### config.mk
export PLATFORM = sky130hd
export DESIGN_NAME = instr_queue
export DESIGN_NICKNAME = d
export VERILOG_FILES = /design/src/rtl/instr_queue.sv
export SDC_FILE = /design/constraint.sdc
export NUM_CORES = 1
export LEC_CHECK = 0
export CAP_MARGIN = 40
export CELL_PAD_IN_SITES_DETAIL_PLACEMENT = 0
export CELL_PAD_IN_SITES_GLOBAL_PLACEMENT = 1
export CORE_MARGIN = 2
export CORE_UTILIZATION = 48
export DETAILED_ROUTE_END_ITERATION = 16
export HOLD_SLACK_MARGIN = 0.02
export PLACE_DENSITY_LB_ADDON = 0.15
export SYNTH_ARGS = -nofsm -noshare
export SYNTH_HDL_FRONTEND = slang
export SYNTH_SLANG_ARGS = --single-unit
### constraint.sdc
create_clock -name CLK -period 2.8 [get_ports CLK]
set_input_delay 0.56 -clock CLK [delete_from_list [all_inputs] [get_ports CLK]]
set_output_delay 0.56 -clock CLK [all_outputs]
set_load 0.01 [all_outputs]
### src/rtl/instr_queue.sv
// instr_queue: in-order decoupling FIFO between fetch and dispatch.
// Each entry holds {instr, PC, predicted nPC}. The queue is flushed as a whole
// when the ROB restarts fetch on a resolved target.
// Optional build macro: INSTR_QUEUE_BYPASS_EN adds a same-cycle pass-through
// path from fetch to dispatch while the queue is empty.
module instr_queue #(
  parameter int DEPTH     = 4,
  parameter int LOG_DEPTH = $clog2(DEPTH)
) (
  input  logic                 CLK,
  input  logic                 nRST,
  output logic                 DUT_error,
  input  logic                 from_fetch_ivalid,
  input  logic [31:0]          from_fetch_instr,
  input  logic [13:0]          from_fetch_PC,
  input  logic [13:0]          from_fetch_nPC,
  input  logic                 from_pipeline_take_resolved,
  output logic                 to_core_control_full,
  output logic                 to_dispatch_valid,
  output logic [31:0]          to_dispatch_instr,
  output logic [13:0]          to_dispatch_PC,
  output logic [13:0]          to_dispatch_nPC,
  input  logic                 from_dispatch_ready,
  output logic [LOG_DEPTH:0]   count_out
);

  typedef logic [31:0] word_t;
  typedef logic [13:0] pc_t;

  typedef struct packed {
    word_t instr;
    pc_t   pc;
    pc_t   npc;
  } entry_t;

  entry_t               entries [DEPTH];
  logic [LOG_DEPTH-1:0] head;
  logic [LOG_DEPTH-1:0] tail;
  logic [LOG_DEPTH:0]   count;

  logic   full;
  logic   empty;
  logic   flush;
  logic   bypass_active;
  logic   bypass_take;
  logic   enq;
  logic   deq;
  entry_t head_entry;
  entry_t fetch_entry;

  // Occupancy status and handshake qualification
  always_comb begin
    flush       = from_pipeline_take_resolved;
    full        = (count == (LOG_DEPTH+1)'(DEPTH));
    empty       = (count == '0);
`ifdef INSTR_QUEUE_BYPASS_EN
    bypass_active = empty & from_fetch_ivalid & ~flush;
`else
    bypass_active = 1'b0;
`endif
    // A bypassed instruction that dispatch takes immediately is never stored.
    bypass_take = bypass_active & from_dispatch_ready;
    enq         = from_fetch_ivalid & ~full & ~flush & ~bypass_take;
    // Dequeue only from stored entries; a bypass consumption does not move head.
    deq         = ~empty & from_dispatch_ready & ~flush;
  end

  // Dispatch-side view: head entry, or the live fetch offer when bypassing
  always_comb begin
    head_entry        = entries[head];
    fetch_entry.instr = from_fetch_instr;
    fetch_entry.pc    = from_fetch_PC;
    fetch_entry.npc   = from_fetch_nPC;
    to_dispatch_valid = ~empty | bypass_active;
    if (bypass_active) begin
      to_dispatch_instr = fetch_entry.instr;
      to_dispatch_PC    = fetch_entry.pc;
      to_dispatch_nPC   = fetch_entry.npc;
    end else begin
      to_dispatch_instr = head_entry.instr;
      to_dispatch_PC    = head_entry.pc;
      to_dispatch_nPC   = head_entry.npc;
    end
    to_core_control_full = full;
    count_out            = count;
  end

  // Entry storage; contents survive a flush, only the pointers are cleared
  always_ff @(posedge CLK or negedge nRST) begin
    if (!nRST) begin
      for (int unsigned i = 0; i < DEPTH; i++) begin
        entries[i] <= '0;
      end
    end else if (enq) begin
      entries[tail] <= fetch_entry;
    end
  end

  // Head/tail pointers and occupancy count
  always_ff @(posedge CLK or negedge nRST) begin
    if (!nRST) begin
      head  <= '0;
      tail  <= '0;
      count <= '0;
    end else if (flush) begin
      head  <= '0;
      tail  <= '0;
      count <= '0;
    end else begin
      if (deq) head <= head + LOG_DEPTH'(1);
      if (enq) tail <= tail + LOG_DEPTH'(1);
      unique case ({enq, deq})
        2'b10:   count <= count + (LOG_DEPTH+1)'(1);
        2'b01:   count <= count - (LOG_DEPTH+1)'(1);
        default: count <= count;
      endcase
    end
  end

  // Overflow detector: a fetch offer while full is dropped and flagged
  always_ff @(posedge CLK or negedge nRST) begin
    if (!nRST) begin
      DUT_error <= 1'b0;
    end else begin
      DUT_error <= from_fetch_ivalid & full;
    end
  end

endmodule

==> results summary, run 1 <==
The number of detailed-routing iterations run before antenna repair came out at 4. In the synthesized netlist the dominant register cell turns out to be dfrtp_1. The mean cell area of the mapped netlist is about 17 um^2.

Summing the sequential cell areas from Yosys gives between 50% and 60% of the chip area. The area share of the largest cell type after synthesis is 55.99%. The number of clock sinks is ~250. The sequential cells in the finished layout cover a total of between 0.006 and 0.007 mm^2. The total number of yosys warnings came out at 0. The reported leakage power is about 6.1 nW. The final instance area is between 0.01 and 0.015 mm^2. Setup repair after global routing left no endpoint under its margin. In this run the vertical extent of the chip is roughly 160 um. The wire length of the first global-routing pass is 38040 um. The count of fill cells added during filler insertion is ~1700. The post-synthesis adder-cell area fraction came out at less than 1%.

The number of standard cells after synthesis came out at roughly 640. The area of combinational cells with multiple inputs came out at roughly 0.0045 mm^2. The final cell count without fillers came out at 1086. The effective utilization at floorplan is between 40% and 50%. Once detail routing completed, the nets flagged for antenna violations numbered 0. The number of max-cap violations came out at 0. For the worst setup path, the data arrival time is ~2200 ps. The share of synthesized area spent on multiplexers is between 30% and 40%.

The top-level port count is between 100 and 150. The maximum operating frequency came out at 368.3 MHz. Dividing the detail-routed wire length by the instance count gives between 20 and 25 um. STA classifies the critical path endpoint as an output pin. The proportion of register bits with asynchronous set or reset after synthesis came out at 100.0%. The root buffer cell chosen for the clock tree is clkbuf_16.

The number of synthesized flops with an enable pin came out at 0. The peak per-stage delay on the critical path came out at between 500 and 600 ps. The synthesized-area fraction occupied by and/or/nand/nor cells came out at around 1.6%.

For the final routed database, the setup TNS stands at 0 ps. The power density over the cells came out at between 900 and 1000 mW/mm^2. Headroom to the max-slew limit came out at between 50% and 60%. Dividing the final minimum period by the clock period gives just under 100%. The clock transition at the registers of the reported paths is approximately 60 ps. The post-synth net total came out at a little over 700.

The synthesis-to-finish area growth came out at 21.62%. The area of the core region is 0.02264 mm^2. Entering global routing, the biggest net connects 88 pins. The depth of the CTS H-tree is 1.

The number of DRC markers after the initial detailed-route iteration came out at roughly 240. The number of antenna violations at the first check in global routing came out at 0. At the pin with the least slew margin, the transition time is 691.5 ps. Once detailed placement completed, the half-perimeter wirelength came to 14690 um. After the last flow step, the layout net total stands at around 860. The maximum fanout encountered on the critical timing path came out at 4. The quantity of hold-fixing buffers added after cts came out at 0. The maximum ir drop on the vdd rail came out at around 0.54 mV.

The nature of the critical path startpoint is a flop. Global routing used about a fifth of the available tracks across all layers. The placed instance count came out at between 1000 and 1500.

The via count of the first global-routing pass is 7013. The repair_antennas step left the layout with diodes totalling 0. The final routed DRC violation total is 0. The routed design could run at a clock period as short as roughly 2700 ps. By area, the combinational part of the netlist is dominated by multiplexers.

The compound-gate portion of the synthesized area came out at less than 1%. The fraction of synthesized cell area in xor and xnor cells came out at 0.3161%. By count the netlist is led by 248 x dfrtp_1, 218 x mux2_2, 60 x mux4_2, 24 x buf_6, 22 x mux2_4. The synthesized design spends more area on one cell type than any other, namely dfrtp_1.

The TritonCTS clock tree is done. Between clock sinks in the finished design, the worst skew comes to roughly 13 ps. Traced cell by cell, the critical path runs through buf_4, mux4_2, clkdlybuf4s50_1. The maximum buffer depth of the clock tree came out at 3. In the final layout, the share of cells above drive strength 1 is between 40% and 50%. Counting distinct cell types in the post-synthesis netlist gives 32. The cell area after placement is 0.01264 mm^2. The critical path in this run is classified as flop to output pin. The clock latency on the worst-skew pair came out at 520 ps. The core occupancy in the finished layout is just under 60%.

For the worst setup path, the data required time is ~2200 ps. Routability-driven placement finished with a final weighted congestion of around 0.71. The area of the die came out at around 0.024 mm^2. The path type of the worst min-delay path is input pin to asynchronous set/reset pin. The number of vias per cell is roughly 5.6. The final hold violation count came out at 0. The total CTS buffers came out at 27. The flow ran to the end, and the final reports show no timing, DRC or antenna violations. The most common cell in the synthesized netlist is dfrtp_1. The cell row count came out at 55. The mapped netlist covers ~0.011 mm^2. The detailed-route via count is ~6100.

The width of the die is approximately 160 um. The final setup violation count came out at 0. The count of state elements after synthesis is between 200 and 250. The number of buffers added on ports came out at 130. Ranked by total cell area, the synthesized netlist is headed by dfrtp_1 56%, mux2_2 22%, mux4_2 12%, mux2_4 3.0%, buf_6 2.4%. The slowest stage of the critical path is the clkdlybuf4s50_1 cell. The max-slew violation total from the final report is 0. The overall overflow remaining after global route is 0. The total routed wirelength is around 24000 um.
layout make-up:
type | instances | area share (%)
clock buffers | 39 | 5.644
multi-input cells | 348 | 33.50
flip-flops and latches | 248 | 46.08
well taps | 285 | 2.645
repair buffers | 158 | 11.69
clock inverters | 4 | 0.3342
inverters | 4 | 0.1114
power by group:
part / switching (W) / internal, W / leakage [nW] / total, W
Clock: 0.00135 / 0.00195 / 0.397 / 0.00329
Sequential: 0.000676 / 0.00495 / 3.10 / 0.00562
Combinational: 0.00128 / 0.00233 / 2.55 / 0.00361
cell usage in the layout, fill, tap and decap left out, types with 4 or more instances in the layout:
master and count:
mux2_2 218, clkbuf_8 4, clkbuf_16 27, ha_1 4
dlygate4sd2_1 59, clkbuf_1 8, inv_1 4, nand2_4 4
buf_4 17, dfrtp_1 246, clkdlybuf4s50_1 70, mux4_2 60
mux2_4 22, nor2_1 7, buf_12 8
what timing repair did:
action                                  in CTS  in global routing
setup buffers                                5                  0
endpoints found under the setup margin      55                  0
resized for setup                           62                  0
metrics by stage:
step / setup slack (ps) / hold WS (ps) / total power (W)
5_1_grt: 28.07 / 96.77 / 0.01321
2_1_floorplan: 774.6 / 264.4 / 0.007933
3_5_place_dp: 364.2 / 486.9 / 0.009580
3_3_place_gp: 385.8 / 481.0 / 0.009303
4_1_cts: 40.14 / 61.94 / 0.01270
6_report: 84.77 / 35.97 / 0.01253
routing by layer:
metal | GRT usage, % | part of all wire (%) | vias to the layer above
met5 | 0 | 0 | -
met1 | 27.03 | 44 | 3253
met3 | 4.139 | 4.9 | 39
met4 | 4.937 | 2.2 | 0
met2 | 34.03 | 49 | 135
li1 | - | - | 2677
worst max-delay path: cells and delay by family (launching register included):
family / cells / cell delay, ps
buffers and inverters: 2 / 700
multiplexers: 1 / 500
flip-flops: 1 / 450
cells by family after synthesis:
| group | Yosys count |
|---|---|
| AOI/OAI and AO/OA | 12 |
| xor gates and xnor gates | 4 |
| buffers and inverters | 46 |
| and+or+nand+nor | 26 |
| muxes | 301 |
| DFF | 248 |
| adders and majority gates | 5 |
sequential cells by signal, indices dropped and copies added (netlist names):
signal and count:
entries 240, DUT_error 1, count_out 3, tail 2, head 2
path summary, 6_finish.rpt:
| kind | from | to | slack, ps | depth (start not counted) |
|---|---|---|---|---|
| setup / recovery | head[0] | to_dispatch_nPC[4] | 80 | 3 |
| hold / removal | nRST | entries[191] | 40 | 1 |
| setup reg to reg | count_out[0] | entries[192] | 670 | 5 |
| hold reg to reg | entries[97] | entries[97] | 500 | 1 |
| max in group asynchronous | nRST | entries[88] | 1870 | 2 |
| min in group CLK | entries[97] | entries[97] | 500 | 1 |
No activity file was read; power rests on OpenSTA's default activity.
==> run 2, diff against run 1 <==
CTS_CLUSTER_SIZE = 40   (was default)
GPL_ROUTABILITY_DRIVEN = 0   (was default)
==> run 2 against run 1 <==
Net effect:
- global-route usage is essentially flat
- sequential power about the same
- sequential share of layout area decreased by 0.23 points
- routed wire length up 0.15%
- highest routed layer unchanged
==> results summary, run 2 (synthesis results as in run 1) <==
Outcome: finished, final reports clean (unchanged). The total routed wirelength came out at 23590 um (was 23560 um). The wire length of the first global-routing pass is 38050 um (was 38040 um). The HPWL after detailed placement came out at 14690 um (unchanged). Most used cells in the layout excluding fill and tap cells: 246 x dfrtp_1, 218 x mux2_2, 70 x clkdlybuf4s50_1, 60 x mux4_2, 59 x dlygate4sd2_1 (unchanged). The maximum fanout encountered on the critical timing path is 4 (unchanged). The reported leakage power came out at 6.086 nW (was 6.054 nW). The share of final-layout standard cells stronger than drive strength 1 is 46.72% (was 46.69%). The chip height is 156.0 um (unchanged). The final hold slack came out at 39.60 ps (was 35.97 ps).

The number of detailed-routing iterations run before antenna repair is 4 (unchanged). The depth of the CTS H-tree is 1 (unchanged). The buffer type at the clock tree root is clkbuf_16 (unchanged). The final cell count without fillers came out at 1092 (was 1086). The detailed-route via count came out at 6114 (was 6104).

The number of DRC markers after the initial detailed-route iteration is 206 (was 235). The clock period minus final worst setup slack came out at 2712 ps (was 2715 ps). The area of the die came out at 0.02432 mm^2 (unchanged). The number of antenna diodes came out at 0 (unchanged). The number of max-cap violations is 0 (unchanged). The relative slew slack came to 53.36% (was 53.90%). The period utilization came out at 96.84% (was 96.97%). The largest net degree at the start of global routing was 88 (unchanged). The placed instance count is 1037 (unchanged).

The met3 routing resource usage after global routing came out at 4.028% (was 4.139%). The maximum buffer depth of the clock tree is 3 (unchanged). The global-route layer with the greatest usage was met2 (unchanged). The area of the core region came out at 0.02264 mm^2 (unchanged). The end of the critical path was to_dispatch_nPC[4] (unchanged). The worst setup path startpoint is head[0] (unchanged). The quantity of hold-fixing buffers added after cts is 0 (unchanged). The register-to-register setup slack came out at 680 ps (was 670 ps). The count of antenna-violating nets left after detailed routing came out at 0 (unchanged). The number of antenna violations at the first check in global routing came out at 0 (unchanged). The routing usage on met2 came out at 34.01% (was 34.03%). The number of vias per cell came to 5.599 (was 5.621).

The reg-to-reg endpoint was entries[132] (was entries[192]). The number of clock sinks is 248 (unchanged). The effective utilization at floorplan came out at 48.95% (unchanged). The core occupancy in the finished layout came to 59.84% (was 59.54%). The aggregate global-route resource usage is 20.10% (was 20.15%). The synthesis-to-finish area growth came out at 22.24% (was 21.62%). The type of the worst setup path is flop to output pin (unchanged). The most frequent standard cell in the layout excluding fill and tap cells is dfrtp_1 (unchanged). The actual slew at the worst max-slew pin came out at 699.6 ps (was 691.5 ps). The clock transition at the registers of the reported paths came out at 60 ps (about the same).

The final routed DRC violation total is 0 (unchanged). The path type of the worst min-delay path is input pin to asynchronous set/reset pin (unchanged). The setup total negative slack is 0 ps (unchanged). The power density over the cells came to 939.0 mW/mm^2 (was 929.5 mW/mm^2). The worst reg2reg path depth was 5 (unchanged). The setup skew after layout was 13.44 ps (was 12.63 ps). The nature of the critical path startpoint is a flop (unchanged). The width of the die came to 156.0 um (unchanged). The maximum ir drop on the vdd rail came out at 0.5482 mV (was 0.5408 mV).

The clock latency on the worst-skew pair came out at 520 ps (about the same). The reg-to-reg startpoint is count_out[0] (unchanged). The final hold violation count came out at 0 (unchanged). The flip-flop count of the largest register after layout is 240 (unchanged).

The max-slew violation total from the final report was 0 (unchanged). Setup repair after global routing missed its margin: false (unchanged). The layout net count is 857 (unchanged). The top-level port count came out at 131 (unchanged). The capturing element type of the critical path is an output pin (unchanged). The number of buffers added on ports is 130 (unchanged). The via count of the first global-routing pass was 7019 (was 7013). The critical path data required time came out at 2240 ps (about the same). The count of fill cells added during filler insertion came out at 1719 (was 1709).

The global-route track usage on met1 came to 26.93% (was 27.03%). The register with the most flip-flops is entries (unchanged). The maximum operating frequency is 368.8 MHz (was 368.3 MHz). The total power consumption of the routed design came to 0.01272 W (was 0.01253 W). The overall overflow remaining after global route is 0 (unchanged).

The arrival time at the worst endpoint is 2150 ps (was 2160 ps). The total CTS buffers came to 27 (unchanged). The final setup violation count came out at 0 (unchanged). The average wire length per cell after detail routing came out at 21.60 um (was 21.69 um). The cell row count is 55 (unchanged). The TritonCTS clock tree is done (unchanged).
[run 2: timing repair]
item | in CTS | in global routing
buffers inserted | 5 | 0
gates resized for setup | 62 | 0
endpoints found under the setup margin | 55 | 0
[run 2: worst min-delay path by stage]
stage                              end  cells after the start    startpoint  slack [ps]
after global placement     entries[94]                      1   entries[94]         480
final                     entries[191]                      1          nRST          40
after floorplan              DUT_error                      0          nRST         260
after global routing      entries[132]                      1          nRST         100
after detailed placement  entries[110]                      1  entries[110]         490
after CTS                 entries[191]                      1          nRST          60
[run 2: worst max-delay path: stages, from the launching register on]
cell             delay, ps
dfrtp_4                450
buf_4                  170
mux4_2                 500
clkdlybuf4s50_1        530
[run 2: layout make-up]
class                      count  area (um^2)  area share [%]
clock inverter                 5        75.07          0.5541
clock buffer                  44        799.5           5.901
tap                          285        356.6           2.632
inverter                       4        15.01          0.1108
timing repair buffer         158         1575           11.63
sequential                   248         6211           45.84
multi-input combinational    348         4516           33.33
[run 2: layer usage]
metal  vias up  share of wire, %
met3        42               4.5
met4         0               2.2
met2       131                49
met5         -                 0
met1      3255                44
li1       2686                 -
[run 2: report_power, final]
part,leakage [nW],switching [W],internal (W)
clock,0.429,0.00137,0.00212
combinational,2.55,0.00128,0.00233
sequential,3.10,0.000676,0.00495
[run 2: stage by stage]
| step | cell area, um^2 | worst slack (ps) |
|---|---|---|
| after floorplan | 11080 | 774.6 |
| after global placement | 12640 | 385.8 |
| after detailed placement | 12640 | 364.2 |
| after CTS | 13550 | 42.04 |
| after global routing | 13550 | 36.70 |
| final | 13550 | 88.49 |
